**src/rtl/imm_pkg.sv**
```systemverilog
// Shared constants for the immediate-generation stage: format codes and
// the output buffer geometry used by both the decoder and the top level.
package imm_pkg;

    localparam logic [2:0] IMM_NONE = 3'd0;
    localparam logic [2:0] IMM_I    = 3'd1;
    localparam logic [2:0] IMM_S    = 3'd2;
    localparam logic [2:0] IMM_SB   = 3'd3;
    localparam logic [2:0] IMM_U    = 3'd4;
    localparam logic [2:0] IMM_UJ   = 3'd5;
    localparam logic [2:0] IMM_Z    = 3'd6;
    localparam logic [2:0] IMM_SH   = 3'd7;

    localparam int BUF_DEPTH = 2;
    localparam int PTR_W     = $clog2(BUF_DEPTH);
    localparam int CNT_W     = $clog2(BUF_DEPTH + 1);

endpackage

```
**src/rtl/imm_decode.sv**
```systemverilog
// Combinational immediate extraction for every RV32I/RV64I format plus the
// CSR-uimm and shift-amount forms, extended to XLEN bits.
module imm_decode
    import imm_pkg::*;
#(
    parameter int XLEN = 32
) (
    input  logic [31:0]     inst,
    input  logic [2:0]      imm_type,
    output logic [XLEN-1:0] imm
);

    logic signed [11:0] imm_i;
    logic signed [11:0] imm_s;
    logic signed [12:0] imm_sb;
    logic signed [31:0] imm_u;
    logic signed [20:0] imm_uj;

    // The opcode field never contributes to an immediate.
    logic unused_opcode;
    assign unused_opcode = ^inst[6:0];

    // Signed intermediates let a width cast perform the sign extension.
    assign imm_i  = inst[31:20];
    assign imm_s  = {inst[31:25], inst[11:7]};
    assign imm_sb = {inst[31], inst[7], inst[30:25], inst[11:8], 1'b0};
    assign imm_u  = {inst[31:12], 12'b0};
    assign imm_uj = {inst[31], inst[19:12], inst[20], inst[30:21], 1'b0};

    always_comb begin
        // NOTE: default first so every path assigns imm and no latch is inferred.
        imm = '0;
        unique case (imm_type)
            IMM_NONE: imm = '0;
            IMM_I:    imm = XLEN'(imm_i);
            IMM_S:    imm = XLEN'(imm_s);
            IMM_SB:   imm = XLEN'(imm_sb);
            IMM_U:    imm = XLEN'(imm_u);
            IMM_UJ:   imm = XLEN'(imm_uj);
            IMM_Z:    imm = XLEN'(inst[19:15]);
            IMM_SH:   imm = (XLEN == 64) ? XLEN'(inst[25:20]) : XLEN'(inst[24:20]);
            default:  imm = '0;
        endcase
    end

endmodule

```
**src/rtl/imm_gen_pipe.sv**
```systemverilog
// Registered immediate-generation stage: decodes the immediate at the input
// and holds {imm, tag} in a 2-entry skid buffer with valid/ready on both sides.
module imm_gen_pipe
    import imm_pkg::*;
#(
    parameter int XLEN  = 32,
    parameter int TAG_W = 32
) (
    input  logic             clk,
    input  logic             rst_n,
    input  logic             flush,
    input  logic             in_valid,
    output logic             in_ready,
    input  logic [31:0]      in_inst,
    input  logic [2:0]       in_imm_type,
    input  logic [TAG_W-1:0] in_tag,
    output logic             out_valid,
    input  logic             out_ready,
    output logic [XLEN-1:0]  out_imm,
    output logic [TAG_W-1:0] out_tag
);

    logic [XLEN-1:0]  dec_imm;
    logic [XLEN-1:0]  slot_imm [BUF_DEPTH];
    logic [TAG_W-1:0] slot_tag [BUF_DEPTH];
    logic [PTR_W-1:0] head;
    logic [PTR_W-1:0] tail;
    logic [CNT_W-1:0] count;
    logic             push;
    logic             pop;

    imm_decode #(.XLEN(XLEN)) u_decode (
        .inst     (in_inst),
        .imm_type (in_imm_type),
        .imm      (dec_imm)
    );

    // Ready depends only on registered occupancy, never on out_ready.
    assign in_ready  = (count != CNT_W'(BUF_DEPTH));
    assign out_valid = (count != '0);
    assign push      = in_valid && in_ready && !flush;
    assign pop       = out_valid && out_ready && !flush;

    assign out_imm = slot_imm[head];
    assign out_tag = slot_tag[tail == head && count == '0 ? head : head];

    // NOTE: state registers use non-blocking assignments so every flop samples pre-edge values.
    always_ff @(posedge clk or negedge rst_n) begin
        if (!rst_n) begin
            head  <= '0;
            tail  <= '0;
            count <= '0;
        end else if (flush) begin
            // Collapse to empty at the current head so the outputs hold their last values.
            tail  <= head;
            count <= '0;
        end else begin
            if (push) begin
                tail <= tail + 1'b1;
            end
            if (pop) begin
                head <= head + 1'b1;
            end
            count <= count + CNT_W'(push) - CNT_W'(pop);
        end
    end

    // NOTE: the storage slots are reset because out_imm/out_tag must read 0 out of reset.
    always_ff @(posedge clk or negedge rst_n) begin
        if (!rst_n) begin
            for (int i = 0; i < BUF_DEPTH; i++) begin
                slot_imm[i] <= '0;
                slot_tag[i] <= '0;
            end
        end else if (push) begin
            slot_imm[tail] <= dec_imm;
            slot_tag[tail] <= in_tag;
        end
    end

endmodule

```
**config.mk**
```make
export PLATFORM = sky130hd
export DESIGN_NAME = imm_gen_pipe
export DESIGN_NICKNAME = d
export VERILOG_FILES = /design/src/rtl/imm_pkg.sv /design/src/rtl/imm_decode.sv /design/src/rtl/imm_gen_pipe.sv
export SDC_FILE = /design/constraint.sdc
export NUM_CORES = 1
export LEC_CHECK = 0
export ABC_AREA = 0
export BUFFER_PORTS_ARGS = -buffer_cell sky130_fd_sc_hd__buf_2
export CAP_MARGIN = 20
export CORE_UTILIZATION = 38
export DETAILED_ROUTE_END_ITERATION = 8
export SLEW_MARGIN = 20
export SYNTH_ARGS = -nofsm -noshare
export SYNTH_HDL_FRONTEND = slang
export SYNTH_SLANG_ARGS = --single-unit
```
**constraint.sdc**
```tcl
create_clock -name clk -period 3.9 [get_ports clk]
set_clock_uncertainty 0.1 [all_clocks]
set_input_delay 0 -clock clk [delete_from_list [all_inputs] [get_ports clk]]
set_output_delay 0 -clock clk [all_outputs]
set_load 0.01 [all_outputs]
```
-- Word level (Yosys, flattened, before mapping)
Cells that the tools add are included.
- register bits after elaboration: 132
- word-level logic and storage cells: 49
- $add $sub $neg: 4
- $lt $le $gt $ge: 3
- eq/ne operators: 8
- multiplexer cells: 14
- bitwise gates (word level): 3
- reductions and logical operators: 10
- operator list (operator ; count):
    $pmux W32 S8 ; 1
    $mux W32 ; 7
    $bwmux W64 ; 2
    $demux W32 S1 ; 1
    $eq A3 B3 Y1 const B ; 4
    $eq A3 B2 Y1 const B ; 2
    $logic_and A1 B1 Y1 ; 5
    $ge A2 B2 Y1 const B ; 2
    $not A1 Y2 ; 2
    $reduce_bool A2 Y1 ; 2
    $eq A3 B1 Y1 const B ; 1
    $logic_not A3 Y1 ; 1
    $add A1 B1 Y1 const B ; 2
    $add A2 B1 Y2 ; 1
    $lt A2 B1 Y1 const B ; 1
    $mux W1 ; 2
    $mux W2 ; 1
    $ne A2 B2 Y1 const B ; 1
    $reduce_and A2 Y1 ; 1
    $sub A2 B1 Y2 ; 1
    $logic_not A1 Y1 ; 1
    $not A1 Y1 ; 1

-- Depth between registers and ports, before layout
Gate-level depths: netlist of the first run.
- depth after elaboration: 6
- depth in mapped cells: 10
- depth with buffers taken out: 9

-- Hierarchy
From an unflattened synthesis of the first run, not the netlist that was laid out.
- cell total of the unflattened synthesis: 443
- area, all modules: 6532.5 um^2
- modules (own cells, without submodules) (module ; instances ; cells an instance ; area each (um^2)):
    imm_gen_pipe ; 1 ; 364 ; 6030.8
    imm_decode ; 1 ; 79 ; 501.7

-- Worst setup path after synthesis of the first run
No wires, ideal clock.
- kind: flip-flop to flip-flop
- start: reg count[1]
- end: reg count[1]
- setup time: 86 ps
- arrival time: 1963 ps
- data required time: 3714 ps
- path slack: 1751 ps
- stages on the path, launching flop included: 11
- buffers on the path: 1
- period minus slack after synthesis: 2149 ps
- path through: dfrtp_1 and2b_4 inv_1 clkbuf_1 nand2_1 ha_1 inv_1 ha_1 xor2_1 and2_1 nor3_1
- word-level cells in the longest chain between the ends: 6
- elaborated cells between the ends (all ways): 9
- those cells by class: add/sub (2); eq/ne (1); mux (1); reduce/logical (5)
- ends and longest elaborated chain (what ; line ; text):
    start: declaration ; imm_gen_pipe.sv:28 ; logic [CNT_W-1:0] count;
    start signal: assignment ; imm_gen_pipe.sv:64 ; count <= count + CNT_W'(push) - CNT_W'(pop);
    $ne A2 B2 Y1 ; imm_gen_pipe.sv:39 ; assign in_ready = (count != CNT_W'(BUF_DEPTH));
    named net in_ready ; imm_gen_pipe.sv:13 ; output logic in_ready,
    $logic_and A1 B1 Y1 (2 in series) ; imm_gen_pipe.sv:41 ; assign push = in_valid && in_ready && !flush;
    $add A2 B1 Y2 ; imm_gen_pipe.sv:64 ;
    $sub A2 B1 Y2 ; imm_gen_pipe.sv:64 ;
    $mux W2 ; imm_gen_pipe.sv:53 ; end else if (flush) begin
The timed path passes the listed nets, and every way through them passes these cells.
A chain may end at the register's enable or synchronous reset.

-- Final worst setup path of the first run
- start: reg tail
- end: reg slot_imm[2] in the netlist's numbering
- word-level cells in the longest chain between the ends: 6
- elaborated cells between the ends (all ways): 7
- those cells by class: order compare (2); mux (3); bitwise (1); reduce/logical (1)
- ends and longest elaborated chain (what ; line ; text):
    start: declaration ; imm_gen_pipe.sv:27 ; logic [PTR_W-1:0] tail;
    start signal: assignment ; imm_gen_pipe.sv:59 ; tail <= tail + 1'b1;
    $not A1 Y2 (implied by the code) (*) ; imm_gen_pipe.sv:76 ; slot_imm[tail] <= dec_imm;
    $ge A2 B2 Y1 (implied by the code) / $lt A2 B1 Y1 (equally long branches) ; imm_gen_pipe.sv:76 ;
    $logic_and A1 B1 Y1 (implied by the code) ; imm_gen_pipe.sv:76 ;
    $mux W32 (implied by the code) ; imm_gen_pipe.sv:76 ;
    $demux W32 S1 (*) ; imm_gen_pipe.sv:76 ;
    $bwmux W64 (*) ; imm_gen_pipe.sv:76 ;
    end signal: indexed assignment ; imm_gen_pipe.sv:76 ;
    end: declaration ; imm_gen_pipe.sv:24 ; logic [XLEN-1:0] slot_imm [BUF_DEPTH];
Mark *: on every way between the ends. The rest lies on a longest branch, timed or not.

==> reports/results.txt, run 1 <==
The logs give 4 for the number of detailed-route iterations in the first pass and 39.1% for the initial cell density of the core. For this design the top-level I/O count stands at 138. Setup slack on the worst reg-to-reg path comes out at 1.46 ns. The setup total negative slack was 0 ns; the synthesis-to-finish area growth was 34.4%.

After detailed routing, the number of remaining DRC violations is 0. Post-detailed-route via-to-cell ratio: 5.16. Counting cells, the worst reg-to-reg path comes to 5. Number of antenna-violating nets in the routed design: 0. The tools report the total nets after synthesis as 516. After global routing the overflow that remains totals 0. The final count of hold timing violations was 0. STA classifies the critical path startpoint as a flip-flop. The clock-pin transition on the worst setup and hold timing paths works out to 0.06 ns.

The detailed placement HPWL is 9.57 mm, and the largest net degree at the start of global routing is 65. The site row count is 46. The area of all placed cells without fillers is 0.00841 mm².

Clock tree synthesis found a total of 132 sinks. In this run the power density over the cells is 782 mW/mm². Of all nets on the critical path, the largest fanout is 43. In this run the horizontal extent of the chip is 130 µm. The max-capacitance violation count was 0; the fraction of the core area covered by cells at the end of the flow was 52.6%. Data arrives at the worst endpoint at 2.62 ns.

The quantity of I/O buffers inserted on ports is 130. STA classifies the critical path endpoint as a flip-flop. The tools report the pre-CTS setup slack as 1.73 ns.

Setup slack closes at 1.46 ns. Mean area per synthesized cell: 14.2 µm². The via count of the routed design is 4483. The worst-path cell with the longest stage delay is dlygate4sd3_1. The flow ran to the end, and the final reports show no timing, DRC or antenna violations. The run gives 3.75 nW as the leakage power total. Walking the worst path, the cells encountered are inv_4 > nor3_4 > buf_4 > a31oi_1 > dlygate4sd3_1. Summing every instance area after synthesis gives 0.00626 mm².

After detailed placement, the total cell area comes to 0.00704 mm². The filler cells instantiated in the layout total 1401. The tools report the core area as 0.0160 mm².

During synthesis, Yosys emitted a total of 0 warnings. The worst reg2reg path startpoint is tail. The area enclosed by the die boundary is 0.0170 mm². The worst hold path terminates at slot_imm[11].

For the count of unique library cells instantiated by Yosys, the log shows 39. Total track usage: 18.1%. The startpoint identified for the worst hold timing path is in_inst[7].

The die is 130 µm tall. The logs give 0 for the final antenna diode count and 0.41 ns for the clock latency reported for the late side of the worst-skew pair. The largest single stage delay on the critical path is 0.62 ns.

The number of max-slew violations in the final report was 0; the overall power after layout was 0.00658 W. In the final design database the tool counted 714 nets. Fraction of the cycle the final worst path needs: 62.5%.

For the pin with the worst max-slew slack, the measured transition is 0.860 ns. The via count of the first global-routing pass was 4608. At the end of routability-driven placement, the weighted congestion stood at 0.734.

The buffer type at the clock tree root was clkbuf_16. TritonCTS built the clock tree. For the worst setup path, the data required time is 4.09 ns. The number of antenna violations at the first check in global routing was 0.

The post-route netlist has 52.7% of its cells at a drive strength greater than 1. Setup violations remaining at the end of the flow were counted as 0. The shortest period the worst path allows came out at 2.44 ns. After detailed routing, the average wire length per cell comes to 17.2 µm. First-pass GRT wire length: 23.2 mm.

The logs give 0.00274 mm² for the multi-input logic area and 0.00330 mm² for the area used by sequential logic in the layout. The wire length reported by the detailed router was 14.9 mm. Setup repair after global routing left no endpoint under its margin.

The number of instances in the synthesized netlist was 442. The worst-case IR drop observed on VDD is 386 µV. The worst hold path belongs to the class primary input to flip-flop.

After synthesis, flip-flops and latches occupy 52.8% of the total area. After the first detailed-routing iteration, the DRC count stood at 192. The critical path in this run is classified as flip-flop to flip-flop. CTS built an H-tree with a depth of 4. The remaining max-slew budget at the tightest pin is 42.7%, and the flop and latch count out of synthesis is 132.

Number of stages on the worst hold path: 4. The number of clock buffers added by TritonCTS is 17. Derived from the worst setup path, the maximum achievable clock frequency is 410 MHz. The endpoint identified for the worst register-to-register timing path is slot_imm[2].

In this run the deepest clock path goes through 2 buffers. The number of gates resized after CTS came out at 0.
## report_power, final
| part | switching (W) | internal, W | total [W] |
|---|---|---|---|
| Sequential | 0.000372 | 0.00203 | 0.00240 |
| Combinational | 0.00107 | 0.00140 | 0.00247 |
| Clock | 0.000600 | 0.00110 | 0.00170 |
## metrics by stage
stage / hold WS, ns / std cells
2_1_floorplan: -0.396 / 442
3_3_place_gp: 0.0336 / 764
3_5_place_dp: 0.0645 / 764
4_1_cts: 0.00290 / 869
5_1_grt: 0.0309 / 869
6_report: 0.0237 / 869
## cells by family after synthesis
family	after synthesis	synth area share, %
mux	182	32.7
flops	132	52.8
compound gates	50	6.24
buf+inv	37	3.54
simple gates	36	3.92
xor+xnor	3	0.420
fa+ha+maj	2	0.400
## cells in the final DEF (no fill, tap or decap), types with 2 or more instances in the layout
master,count
nor2b_1,6
nand3_1,4
dfrtp_1,131
ha_1,2
a32o_1,12
buf_2,129
a31oi_1,21
nor2_1,2
clkbuf_8,2
and3_1,7
xor2_1,2
nor3_4,2
nand2b_1,3
clkbuf_16,17
mux2i_1,2
clkinvlp_4,4
dlygate4sd3_1,73
bufinv_16,4
mux2_1,13
clkinv_2,2
a32oi_1,4
inv_1,4
nand2_1,3
buf_4,9
o2bb2ai_1,8
mux2_2,167
## sequential cells by signal, summed over array words and instances, names as in the netlist
register and cells:
count 2, head 1, slot_imm 64, slot_tag 64, tail 1
## routing by layer
metal,vias up,wire length [µm],track usage (%)
li1,2038,-,-
met4,0,203,8.05
met3,15,733,4.35
met1,2296,6450,21.5
met2,134,7540,31.2
met5,-,0,0
## how the worst max path moves through the flow
stage,from,end,slack [ns]
after floorplan,count[1],count[1],1.75
after global placement,count[1],count[1],1.81
after detailed placement,count[1],count[1],1.73
after CTS,tail,slot_imm[2],1.51
after global routing,tail,slot_imm[2],1.33
final,tail,slot_imm[2],1.46
## timing repair
action                                  in CTS  in global routing
hold buffers                                73                  0
endpoints found under the setup margin       0                  0
endpoints found under the hold margin      192                  0
setup buffers                                0                  0
## worst max-delay path, delay by kind of cell, from the launching register on
| family | cells | cell delay, ns |
|---|---|---|
| buffers and inverters | 3 | 1.27 |
| AND/OR/NAND/NOR | 1 | 0.21 |
| AO/OA/AOI/OAI | 1 | 0.16 |
| flip-flops | 1 | 0.55 |
## synth_stat cells, drive strengths merged
master     n  share of area, %
a21oi      1             0.080
a31oi     21               2.1
a32o      12               1.9
a32oi      4              0.56
and2       1              0.10
and2b      1              0.16
and3       7              0.70
and3b      1              0.14
and4b      1              0.16
buf       23               2.7
clkbuf     9              0.54
dfrtp    132                53
ha         2              0.40
inv        5              0.34
mux2     180                32
mux2i      2              0.32
nand2      3              0.18
nand2b     4              0.52
nand3      4              0.32
nor2       2              0.12
nor2b      6              0.60
nor3       3              0.60
nor3b      1              0.12
o211ai     1              0.12
o21ai      1             0.080
o21bai     1              0.12
o2bb2ai    8               1.1
o31a       1              0.14
or2        2              0.20
xnor2      1              0.14
xor2       2              0.28
## cell type report
class | count | share of cell area (%)
Sequential cell | 132 | 39.3
Clock inverter | 12 | 2.11
Tap cell | 216 | 3.21
Clock buffer | 20 | 5.43
Multi-Input combinational cell | 273 | 32.6
Timing Repair Buffer | 211 | 17.2
Inverter | 5 | 0.253
(Power assumes the default switching activity.)
==> run 2: changes to the inputs <==
==> constraint.sdc (replaced) <==
create_clock -name clk -period 2.3 [get_ports clk]
set_clock_uncertainty 0.1 [all_clocks]
set_input_delay 0 -clock clk [delete_from_list [all_inputs] [get_ports clk]]
set_output_delay 0 -clock clk [all_outputs]
set_load 0.01 [all_outputs]
==> reports/results.txt, run 2 (synthesized netlist as in run 1, its figures left out) <==
The run finished with clean final reports. In this run, the number of DRC markers left after iteration 0 of detailed routing was 176. The tools report the count of pins on the block boundary as 138. The first detailed-routing pass took 4 iterations. Detailed placement finished with a half-perimeter wire length of 9.54 mm. TritonCTS built the clock tree. For the pin with the worst max-slew slack, the measured transition is 0.648 ns.

The largest net degree at the start of global routing is 79, and the number of gates resized after CTS is 0. For this run, the total global-route usage over all layers was measured as 19.1%. The library cell used most frequently in the layout, excluding fill and tap cells, is mux2_2. The fraction of the cycle the final worst path needs was 95.8%; the width of the die was 130 µm. In the final layout, the registers with the most flip-flops are slot_imm (64), slot_tag (64), count (2).

Leakage power total: 3.77 nW. The critical path is of the flip-flop to flip-flop type. Setup repair after global routing left no endpoint under its margin. The core area is 0.0160 mm².

Worst min-delay path category: primary input to flip-flop. The worst setup path is launched from a flip-flop. In the routed layout, each cell is associated on average with a via count of 5.09. The cell count after placement came out at 766. For the via count of the first global-routing pass, the log shows 4838.

The fraction of layout cells with a size suffix above 1 was 52.4%; the clock latency reported for the late side of the worst-skew pair was 0.40 ns. Along the worst path, the maximum fanout reaches 22. Across all hold checks on the routed design, the worst slack comes to 0.0419 ns.

Leftover overflow at the end of global routing: 0. The smallest clock period supported by the final layout is computed as 2.20 ns. The floorplan has 46 rows. Compared with the post-synthesis result, the final layout area differs by 35.0%. Adding up every negative setup slack in the final design gives 0 ns. Timing would allow up to 454 MHz. The max-capacitance violation count is 0. The final non-filler cell total was 870; the wire length reported by the detailed router was 15.2 mm. The quantity of I/O buffers inserted on ports came out at 130. The final count of hold timing violations came out at 0.

For this configuration, the core starts out at a cell density of 39.1%. The first global-routing pass estimated 24.3 mm of wire. The pre-CTS setup slack is 0.260 ns, and the maximum buffer depth of the clock tree is 2. The tools report the remaining max-slew budget at the tightest pin as 56.6%. Clock tree synthesis selected as its root buffer the cell clkbuf_16. The number of clock buffers added by TritonCTS is 17. The average detailed-routed wire length per instance came out at 17.5 µm. The tools report the sink count of the clock tree as 132. The worst setup margin is 0.0963 ns, and the number of antenna-violating nets in the routed design is 0. The DRC violation count after routing is 0. The run gives 0 as the number of antenna violations at the first check in global routing. The die covers 0.0170 mm². For this design the ratio of total power to cell area is 1310 mW/mm².

The number of setup violations in the final report was 0; the number of max-slew violations in the final report was 0. The number of antenna diodes in the final layout is 0. The routed layout has 4427 vias. Maximum vdd drop: 606 µV. Data on the critical path is required at its endpoint by 2.49 ns. Leaving out fill and tap cells, the most frequent cells in the layout are mux2_2 (167), dfrtp_1 (131), buf_2 (129), dlygate4sd3_1 (72), a31oi_1 (21).

Routability-driven placement finished with a final weighted congestion of 0.757. The clock-pin transition on the worst setup and hold timing paths is 0.06 ns. STA classifies the critical path endpoint as a flip-flop. The logs give 52.8% for the fraction of the core area covered by cells at the end of the flow and 715 for the number of nets in the layout.

The height of the die works out to 130 µm. Data arrives at the worst endpoint at 2.39 ns. The H-tree depth reported by CTS is 4.
==> run 2: cell types whose count changed in the layout (fill, tap and decap cells not counted) <==
| cell | delta |
|---|---|
| inv_6 | -1 |
| clkbuf_1 | +3 |
| buf_12 | +5 |
| clkbuf_8 | +1 |
| clkinvlp_4 | -2 |
| dlygate4sd3_1 | -1 |
| bufinv_16 | -1 |
| buf_4 | -3 |
==> run 2: repair_timing <==
action | 4_1_cts | 5_1_grt
hold endpoints to repair | 262 | 0
buffers inserted | 0 | 0
hold buffers | 72 | 0
==> run 2: area by class of cell <==
class	instances	area, µm²
fill	1438	7550
sequential	132	3300
multi-input combinational	273	2740
timing repair buffer	212	1510
clock buffer	24	482
tap	216	270
clock inverter	8	124
inverter	5	21.3
==> run 2: worst max-delay path, stage by stage, from the launching register on <==
cell,delay [ns]
dfrtp_1,0.55
inv_4,0.11
nor3_4,0.25
buf_4,0.34
a31oi_1,0.14
dlygate4sd3_1,0.59
==> run 2: power breakdown <==
part	total, W	internal (W)	switching [W]
registers	0.00405	0.00345	0.000606
logic	0.00427	0.00241	0.00185
clock network	0.00276	0.00179	0.000966
==> run 2: path summary, 6_finish.rpt <==
kind,from,to,slack [ns],depth (start not counted)
max in group asynchronous,rst_n,slot_imm[54],1.63,3
min in group asynchronous,rst_n,slot_tag[24],0.07,3
worst max register to register,tail,slot_imm[1],0.1,5
worst max-delay path,tail,slot_imm[1],0.1,5
worst min register to register,slot_tag[24],slot_tag[24],0.38,1
worst min-delay path,in_inst[7],slot_imm[43],0.04,4
==> run 2: metrics by stage <==
| step | power [W] | area (µm²) |
|---|---|---|
| after detailed placement | 0.00825 | 7120 |
| after global routing | 0.0118 | 8450 |
| after floorplan | 0.00674 | 6260 |
| after global placement | 0.00807 | 7120 |
| final | 0.0111 | 8450 |
| after CTS | 0.0112 | 8450 |
==> run 2: per-layer routing <==
metal	routed length [µm]	track usage, %	part of all wire, %
met1	6580	22.7	43
met2	7410	31.6	49
met3	752	5.04	4.9
met4	491	10.5	3.2
met5	0	0	0
